$ cat config.mk
export PLATFORM = sky130hd
export DESIGN_NAME = square_motion_controller
export DESIGN_NICKNAME = d
export VERILOG_FILES = /design/src/rtl/square_motion_controller.sv
export SDC_FILE = /design/constraint.sdc
export NUM_CORES = 1
export LEC_CHECK = 0
export BUFFER_PORTS_ARGS = -buffer_cell sky130_fd_sc_hd__buf_2
export CORE_ASPECT_RATIO = 1.5
export CORE_UTILIZATION = 30
export CTS_CLUSTER_SIZE = 30
export DETAILED_ROUTE_END_ITERATION = 10
export GPL_TIMING_DRIVEN = 0
export SETUP_SLACK_MARGIN = 0.05
export SLEW_MARGIN = 20
export SYNTH_ARGS = -nofsm -noshare
export SYNTH_HDL_FRONTEND = slang
export SYNTH_SLANG_ARGS = --single-unit
export TNS_END_PERCENT = 100
$ cat constraint.sdc
create_clock -name i_clk_pxl -period 3.1 [get_ports i_clk_pxl]
set_input_delay 0.62 -clock i_clk_pxl [delete_from_list [all_inputs] [get_ports i_clk_pxl]]
set_output_delay 0.62 -clock i_clk_pxl [all_outputs]
set_load 0.03 [all_outputs]
$ cat src/rtl/square_motion_controller.sv
// square_motion_controller
// Moves the square's top-left corner once per frame and bounces it off the
// screen edges. The colour index advances once for each frame that has a
// bounce. New coordinates are committed only after a new-frame pulse, so the
// paint logic sees the same values for the whole active frame.
module square_motion_controller #(
  parameter int H_ACTIVE = 1280,
  parameter int V_ACTIVE = 720,
  parameter int SQ_SIZE  = 200,
  parameter int X_START  = 220,
  parameter int Y_START  = 140,
  parameter int SPEED    = 4,
  parameter int X_W      = $clog2(H_ACTIVE),
  parameter int Y_W      = $clog2(V_ACTIVE)
) (
  input  logic           i_clk_pxl,
  input  logic           i_reset,
  input  logic           i_nf,
  input  logic           i_pause_toggle,
  output logic [X_W-1:0] o_sq_x,
  output logic [Y_W-1:0] o_sq_y,
  output logic [1:0]     o_colour_idx,
  output logic           o_update,
  output logic           o_running
);

  // Largest legal top-left positions, widened by one bit so that the
  // "position + step" sum can be compared without wrapping.
  localparam int X_MAX_I = H_ACTIVE - SQ_SIZE;
  localparam int Y_MAX_I = V_ACTIVE - SQ_SIZE;

  localparam logic [X_W:0]   X_MAX   = X_MAX_I[X_W:0];
  localparam logic [Y_W:0]   Y_MAX   = Y_MAX_I[Y_W:0];
  localparam logic [X_W:0]   X_STEP  = SPEED[X_W:0];
  localparam logic [Y_W:0]   Y_STEP  = SPEED[Y_W:0];
  localparam logic [X_W-1:0] X_RST   = X_START[X_W-1:0];
  localparam logic [Y_W-1:0] Y_RST   = Y_START[Y_W-1:0];

  typedef enum logic [2:0] {
    S_PAUSE,
    S_WAIT_FRAME,
    S_MOVE_X,
    S_MOVE_Y,
    S_COMMIT
  } state_t;

  state_t         state_q,   state_d;
  logic [X_W-1:0] x_q,       x_d;       // working x, private to this block
  logic [Y_W-1:0] y_q,       y_d;       // working y, private to this block
  logic           dx_q,      dx_d;      // 0: moving right, 1: moving left
  logic           dy_q,      dy_d;      // 0: moving down,  1: moving up
  logic           bx_q,      bx_d;      // x bounced during this frame
  logic           by_q,      by_d;      // y bounced during this frame
  logic           pend_q,    pend_d;    // pause requested mid-update
  logic [X_W-1:0] sq_x_q,    sq_x_d;
  logic [Y_W-1:0] sq_y_q,    sq_y_d;
  logic [1:0]     colour_q,  colour_d;
  logic           update_q,  update_d;
  logic           running_q, running_d;

  logic [X_W:0]   nx;
  logic [Y_W:0]   ny;

  // Next-state and next-value logic for the whole scheduler.
  always_comb begin
    state_d   = state_q;
    x_d       = x_q;
    y_d       = y_q;
    dx_d      = dx_q;
    dy_d      = dy_q;
    bx_d      = bx_q;
    by_d      = by_q;
    pend_d    = pend_q;
    sq_x_d    = sq_x_q;
    sq_y_d    = sq_y_q;
    colour_d  = colour_q;
    update_d  = 1'b0;
    nx        = {1'b0, x_q} + X_STEP;
    ny        = {1'b0, y_q} + Y_STEP;

    case (state_q)
      S_WAIT_FRAME: begin
        // A frame pulse wins over a simultaneous toggle; the toggle is
        // remembered and honoured once the update has been committed.
        if (i_nf) begin
          state_d = S_MOVE_X;
          if (i_pause_toggle) pend_d = 1'b1;
        end else if (i_pause_toggle) begin
          state_d = S_PAUSE;
        end
      end

      S_MOVE_X: begin
        if (i_pause_toggle) pend_d = 1'b1;
        if (!dx_q) begin
          if (nx >= X_MAX) begin
            x_d  = X_MAX[X_W-1:0];
            dx_d = 1'b1;
            bx_d = 1'b1;
          end else begin
            x_d = nx[X_W-1:0];
          end
        end else begin
          if ({1'b0, x_q} <= X_STEP) begin
            x_d  = '0;
            dx_d = 1'b0;
            bx_d = 1'b1;
          end else begin
            x_d = x_q - X_STEP[X_W-1:0];
          end
        end
        state_d = S_MOVE_Y;
      end

      S_MOVE_Y: begin
        if (i_pause_toggle) pend_d = 1'b1;
        if (!dy_q) begin
          if (ny >= Y_MAX) begin
            y_d  = Y_MAX[Y_W-1:0];
            dy_d = 1'b1;
            by_d = 1'b1;
          end else begin
            y_d = ny[Y_W-1:0];
          end
        end else begin
          if ({1'b0, y_q} <= Y_STEP) begin
            y_d  = '0;
            dy_d = 1'b0;
            by_d = 1'b1;
          end else begin
            y_d = y_q - Y_STEP[Y_W-1:0];
          end
        end
        state_d = S_COMMIT;
      end

      S_COMMIT: begin
        sq_x_d   = x_q;
        sq_y_d   = y_q;
        update_d = 1'b1;
        // A corner hit sets both flags but still advances the colour once.
        if (bx_q || by_q) colour_d = colour_q + 2'd1;
        bx_d = 1'b0;
        by_d = 1'b0;
        // A toggle arriving on this very cycle is folded in so it is not lost.
        if (pend_q || i_pause_toggle) begin
          state_d = S_PAUSE;
          pend_d  = 1'b0;
        end else begin
          state_d = S_WAIT_FRAME;
        end
      end

      S_PAUSE: begin
        if (i_pause_toggle) state_d = S_WAIT_FRAME;
      end

      default: state_d = S_WAIT_FRAME;
    endcase

    running_d = (state_d != S_PAUSE);
  end

  // State and output registers; reset restores the power-up position at once.
  always_ff @(posedge i_clk_pxl or posedge i_reset) begin
    if (i_reset) begin
      state_q   <= S_WAIT_FRAME;
      x_q       <= X_RST;
      y_q       <= Y_RST;
      dx_q      <= 1'b0;
      dy_q      <= 1'b0;
      bx_q      <= 1'b0;
      by_q      <= 1'b0;
      pend_q    <= 1'b0;
      sq_x_q    <= X_RST;
      sq_y_q    <= Y_RST;
      colour_q  <= 2'd0;
      update_q  <= 1'b0;
      running_q <= 1'b1;
    end else begin
      state_q   <= state_d;
      x_q       <= x_d;
      y_q       <= y_d;
      dx_q      <= dx_d;
      dy_q      <= dy_d;
      bx_q      <= bx_d;
      by_q      <= by_d;
      pend_q    <= pend_d;
      sq_x_q    <= sq_x_d;
      sq_y_q    <= sq_y_d;
      colour_q  <= colour_d;
      update_q  <= update_d;
      running_q <= running_d;
    end
  end

  assign o_sq_x       = sq_x_q;
  assign o_sq_y       = sq_y_q;
  assign o_colour_idx = colour_q;
  assign o_update     = update_q;
  assign o_running    = running_q;

endmodule

# Word level (Yosys, flattened, before mapping)
# Index checks and enable logic that the tools add are counted.
# W data, S select, Z words.
classes:
  reduce_logical: 12
  n_eq_ne: 10
  muxes: 30
  n_addsub: 5
  order_cmp: 4
op_table:
  columns: ["cell", "n"]
  rows:
  - ["$mux W11", 3]
  - ["$mux W10", 3]
  - ["$mux W1", 17]
  - ["$pmux W3 S5", 1]
  - ["$add A11 B3 Y12 const B", 1]
  - ["$ge A12 B11 Y1 const B", 1]
  - ["$ne A3 B3 Y1 const B", 4]
  - ["$add A10 B3 Y11 const B", 1]
  - ["$ge A11 B10 Y1 const B", 1]
  - ["$le A11 B3 Y1 const B", 1]
  - ["$sub A11 B3 Y11 const B", 1]
  - ["$le A10 B3 Y1 const B", 1]
  - ["$sub A10 B3 Y10 const B", 1]
  - ["$mux W3", 3]
  - ["$reduce_and A3 Y1", 3]
  - ["$eq A3 B2 Y1 const B", 2]
  - ["$reduce_bool A3 Y1", 2]
  - ["$ne A2 B2 Y1 const B", 2]
  - ["$pmux W1 S2", 2]
  - ["$reduce_bool A2 Y1", 2]
  - ["$eq A3 B1 Y1 const B", 1]
  - ["$eq A3 B3 Y1 const B", 1]
  - ["$logic_not A3 Y1", 1]
  - ["$pmux W1 S3", 1]
  - ["other kinds (4)", 5]
totals:
  out_inout_bits: 25
  inputBits: 4
  elab_cells: 74
  register_bits: 54

# Depth between registers and ports, before layout
depth:
  depth_word: 5
  mapped_depth: 10
  depth_no_buf: 8

# Least setup slack after synthesis
# No wires, ideal clock.
synth_timing:
  path_kind: "register to register"
  start: "reg x_q[2]"
  end: "reg x_q[6]"
  synth_period_minus_slack_ns: 2.672
  n_path_buf: 2
  t_arrival_ns: 2.595
  path_stages_with_launch: 11
  required_ns: 3.024
  slack_ns: 0.428
  setup_time_ns: 0.076
  cell_sequence: "dfstp_2 > buf_6 > inv_1 > ha_1 > or2_1 > a31oi_1 > a311oi_1 > or4b_1 > buf_2 > or3_1 > a22oi_2"
synth_between:
  elab_chain_cells: 4
  elab_cells_between_ends: 7
  classes_between: "add/sub (2); order compare (2); mux (3)"
synth_lines:
  columns: ["item", "line_no", "source"]
  rows:
  - ["start, declared", "48", "logic [X_W-1:0] x_q, x_d;"]
  - ["start signal, assigned", "168", "x_q <= X_RST;"]
  - ["start signal, assigned", "182", "x_q <= x_d;"]
  - ["$add A11 B3 Y12", "78", "nx = {1'b0, x_q} + X_STEP;"]
  - ["$ge A12 B11 Y1", "96", "if (nx >= X_MAX) begin"]
  - ["$mux W11", "96", null]
  - ["$mux W11 (*)", "95", "if (!dx_q) begin"]
# Every way passes the cells marked *; elsewhere a longest branch is shown, timed or not.
# A chain may end at the register's enable or synchronous reset.

# Worst setup path in the final report
# Same ends and word-level chain as after synthesis.

==> results.sh <==
export IMPL_outcome="completed"
export IMPL_start_kind="flip-flop"
export IMPL_crit_fanout=10
export IMPL_hold_viol=0
export IMPL_clock_sinks=46
export IMPL_sw_frac_of_total_pct=42.4
export IMPL_path_class="flip-flop to flip-flop"
export IMPL_synth_top_family_by_area="compound AO/OA/AOI/OAI gates"
export IMPL_yosysWarningCount=0
export IMPL_viasPerCell=5.47
export IMPL_period_needed_ps=2870
export IMPL_ant_nets=0
export IMPL_wirelength_mm=6.87
export IMPL_hp_class="input pin to asynchronous set/reset pin"
export IMPL_setup_viol=0
export IMPL_end_kind="flip-flop"
export IMPL_cts_tree="built"
export IMPL_numPortBuffers=24
export IMPL_postCtsSetupBuffers=0
export IMPL_clock_latency_ps=290
export IMPL_ys_seq_area_share_pct=40.2
export IMPL_vias=2525
export IMPL_grt_pass1_vias=2379
export IMPL_place_gp_congestion=0.844
export IMPL_synthDistinctLibCells=65
export IMPL_use_met3_pct=2.60
export IMPL_cts_resized=0
export IMPL_drt_iter0_markers=119
export IMPL_setup_tns_ps=0
export IMPL_initial_utilization_pct=31.2
export IMPL_cts_buffers=5
export IMPL_antenna_found_initial=0
export IMPL_nets=361
export IMPL_routedWlPerCell_um=14.9
export IMPL_synth_simple_gate_area_share_pct=18.2
export IMPL_yosys_area_share_adder_pct=3.43
export IMPL_cts_buffer_depth=2
export IMPL_ys_flop_type="dfrtp_1"
export IMPL_syn_inst=314
export IMPL_final_max_slew_viol_count=0
export IMPL_drc=0
export IMPL_cts_clk_slew_worst_paths_ps=60
export IMPL_total_power_w=0.00279
export IMPL_ios=29
export IMPL_comb_power_share_pct=46.8
export IMPL_min_period_over_period_pct=92.4
export IMPL_fin_ws_ps=234
export IMPL_grt_busiest_layer="met2"
export IMPL_synth_area_top_cells="dfrtp_1 24%, dfstp_2 16%, mux2_2 6.6%"
export IMPL_firstDrtPassIters=4
export IMPL_hpwl_mm=5.09
export IMPL_place_ws_ps=261
export IMPL_grt_usage_pct=14.8
export IMPL_relSlewSlack_pct=58.9
export IMPL_yosysMostFrequentCell="dfrtp_1"
export IMPL_muxShareOfSynthArea_pct=6.90
export IMPL_grt_max_degree=33
export IMPL_ys_async_sr_fraction_pct=100
export IMPL_multi_input_area_sq_um=1510
export IMPL_coreArea_sq_um=9360
export IMPL_fillers=974
export IMPL_synth_commonest_cells="28 x dfrtp_1, 24 x o21ai_0, 21 x nand2_1, 18 x dfstp_2, 18 x nor2_1"
export IMPL_fmax_mhz=349
export IMPL_clock_power_share_pct=19.6
export IMPL_synth_seq_cells=46
export IMPL_area_growth_pct=15.0
export IMPL_die_y_um=123
export IMPL_synth_top_area_share_pct=24.0
export IMPL_p_leak_nw=1.41
export IMPL_grtUsageMet2_pct=26.4
export IMPL_tightest_slew_ps=617
export IMPL_final_setup_skew_ps=3.06
export IMPL_num_rows=43
export IMPL_htreeDepth=2
export IMPL_layout_drive_gt1_share_pct=26.9
export IMPL_ctsHoldBuffers=0
export IMPL_intPower_w=0.00161
export IMPL_p_per_area_nw_per_um2=831
export IMPL_avgSynthCellArea_sq_um=9.30
export IMPL_grt_overflow_total=0
export IMPL_yosysTopAreaCell="dfrtp_1"
export IMPL_critical_path_required_ps=3320
export IMPL_p_sw_w=0.00118
export IMPL_antenna_cells=0
export IMPL_die_x_um=82.6
export IMPL_synth_edf_count=0
export IMPL_seqPwrFrac_pct=33.6
export IMPL_synth_compound_area_share_pct=21.7
export IMPL_crit_arrival_ps=3080
export IMPL_seq_area_sq_um=1170
export IMPL_ir_drop_mv=0.473
export IMPL_clock_tree_root_cell="clkbuf_16"
export IMPL_drv_cap=0
export IMPL_die_area_sq_um=10100
export IMPL_synthesis_area_sq_um=2920
export IMPL_grt_pass1_wl_mm=11.5
export IMPL_synth_xor_area_share_pct=0.900
export IMPL_hold_slack_ps=287
export IMPL_grt_setup_unrepaired="no"
export IMPL_grtUsageMet1_pct=16.9
sequential cells by signal, indices dropped and copies added (netlist names), 2 cells and up:
register      cells
o_sq_x            9
state_q           3
y_q               8
x_q               9
o_colour_idx      2
o_sq_y            8
final timing paths:
path | start | endpoint | slack, ps | cells past startpoint
setup / recovery | x_q[2] | x_q[6] | 230 | 10
hold / removal | i_reset | pend_q | 290 | 2
setup reg to reg | x_q[2] | x_q[6] | 230 | 10
hold reg to reg | o_colour_idx[1] | o_colour_idx[1] | 480 | 1
max in group asynchronous | i_reset | o_sq_y[7] | 2260 | 3
min in group i_clk_pxl | o_colour_idx[1] | o_colour_idx[1] | 480 | 1
per-stage QoR:
stage / cell area [sq um] / instances / util (%)
floorplan: 2930 / 317 / -
global placement: 3190 / 453 / 34.1
detailed placement: 3210 / 454 / 34.3
CTS: 3360 / 462 / 35.9
global route: 3360 / 462 / 35.9
finish: 3360 / 462 / 35.9
power groups by stage:
stage / logic, W / clock network [W] / registers (W)
6_report: 0.00131 / 0.000548 / 0.000938
5_1_grt: 0.00144 / 0.000594 / 0.000964
4_1_cts: 0.00131 / 0.000565 / 0.000940
3_5_place_dp: 0.00131 / 0 / 0.000950
3_3_place_gp: 0.00128 / 0 / 0.000943
2_1_floorplan: 0.000849 / 0 / 0.00107
layout make-up:
class | count | share of cell area [%]
clock buffer | 7 | 4.25
clock inverter | 1 | 0.149
tap | 112 | 4.17
timing repair buffer | 25 | 4.17
inverter | 13 | 1.45
multi-input combinational | 227 | 44.9
sequential | 46 | 34.9
buffer | 31 | 5.96
critical path, stage by stage, from the launching register on:
cell and delay (ps):
dfstp_2 570, buf_6 140, inv_1 60, ha_1 310, or2_1 270, a31oi_1 180, a311oi_1 80, or4b_1 490
buf_2 200, or3_1 340, a22oi_2 160
placed cells by master, fill, tap and decap left out, drive strengths merged, types with 4 or more instances in the layout:
| master | instances |
|---|---|
| buf | 41 |
| clkbuf | 22 |
| dfrtp | 28 |
| a211o | 5 |
| o221ai | 5 |
| mux2 | 17 |
| a21oi | 16 |
| nand3 | 10 |
| and3 | 6 |
| or3 | 5 |
| nand4 | 4 |
| conb | 4 |
| dfstp | 18 |
| o211ai | 4 |
| a31oi | 9 |
| nor3 | 16 |
| o21ai | 27 |
| nor2 | 19 |
| ha | 8 |
| nand2 | 21 |
| inv | 13 |
layer usage:
| metal | part of all wire, % | wire length [um] |
|---|---|---|
| met2 | 53 | 3650 |
| met5 | 0 | 0 |
| met1 | 41 | 2790 |
| met3 | 3.8 | 258 |
| met4 | 2.5 | 174 |
kinds of logic (layout without fill, tap and decap cells):
group,count (synthesis),count (layout)
adders and majority gates,8,8
muxes,18,18
buffers and inverters,44,77
and+or+nand+nor,102,102
xor gates and xnor gates,3,3
DFF,46,46
other,1,4
AOI/OAI and AO/OA,92,92
Power figures use the tool's default switching activity.
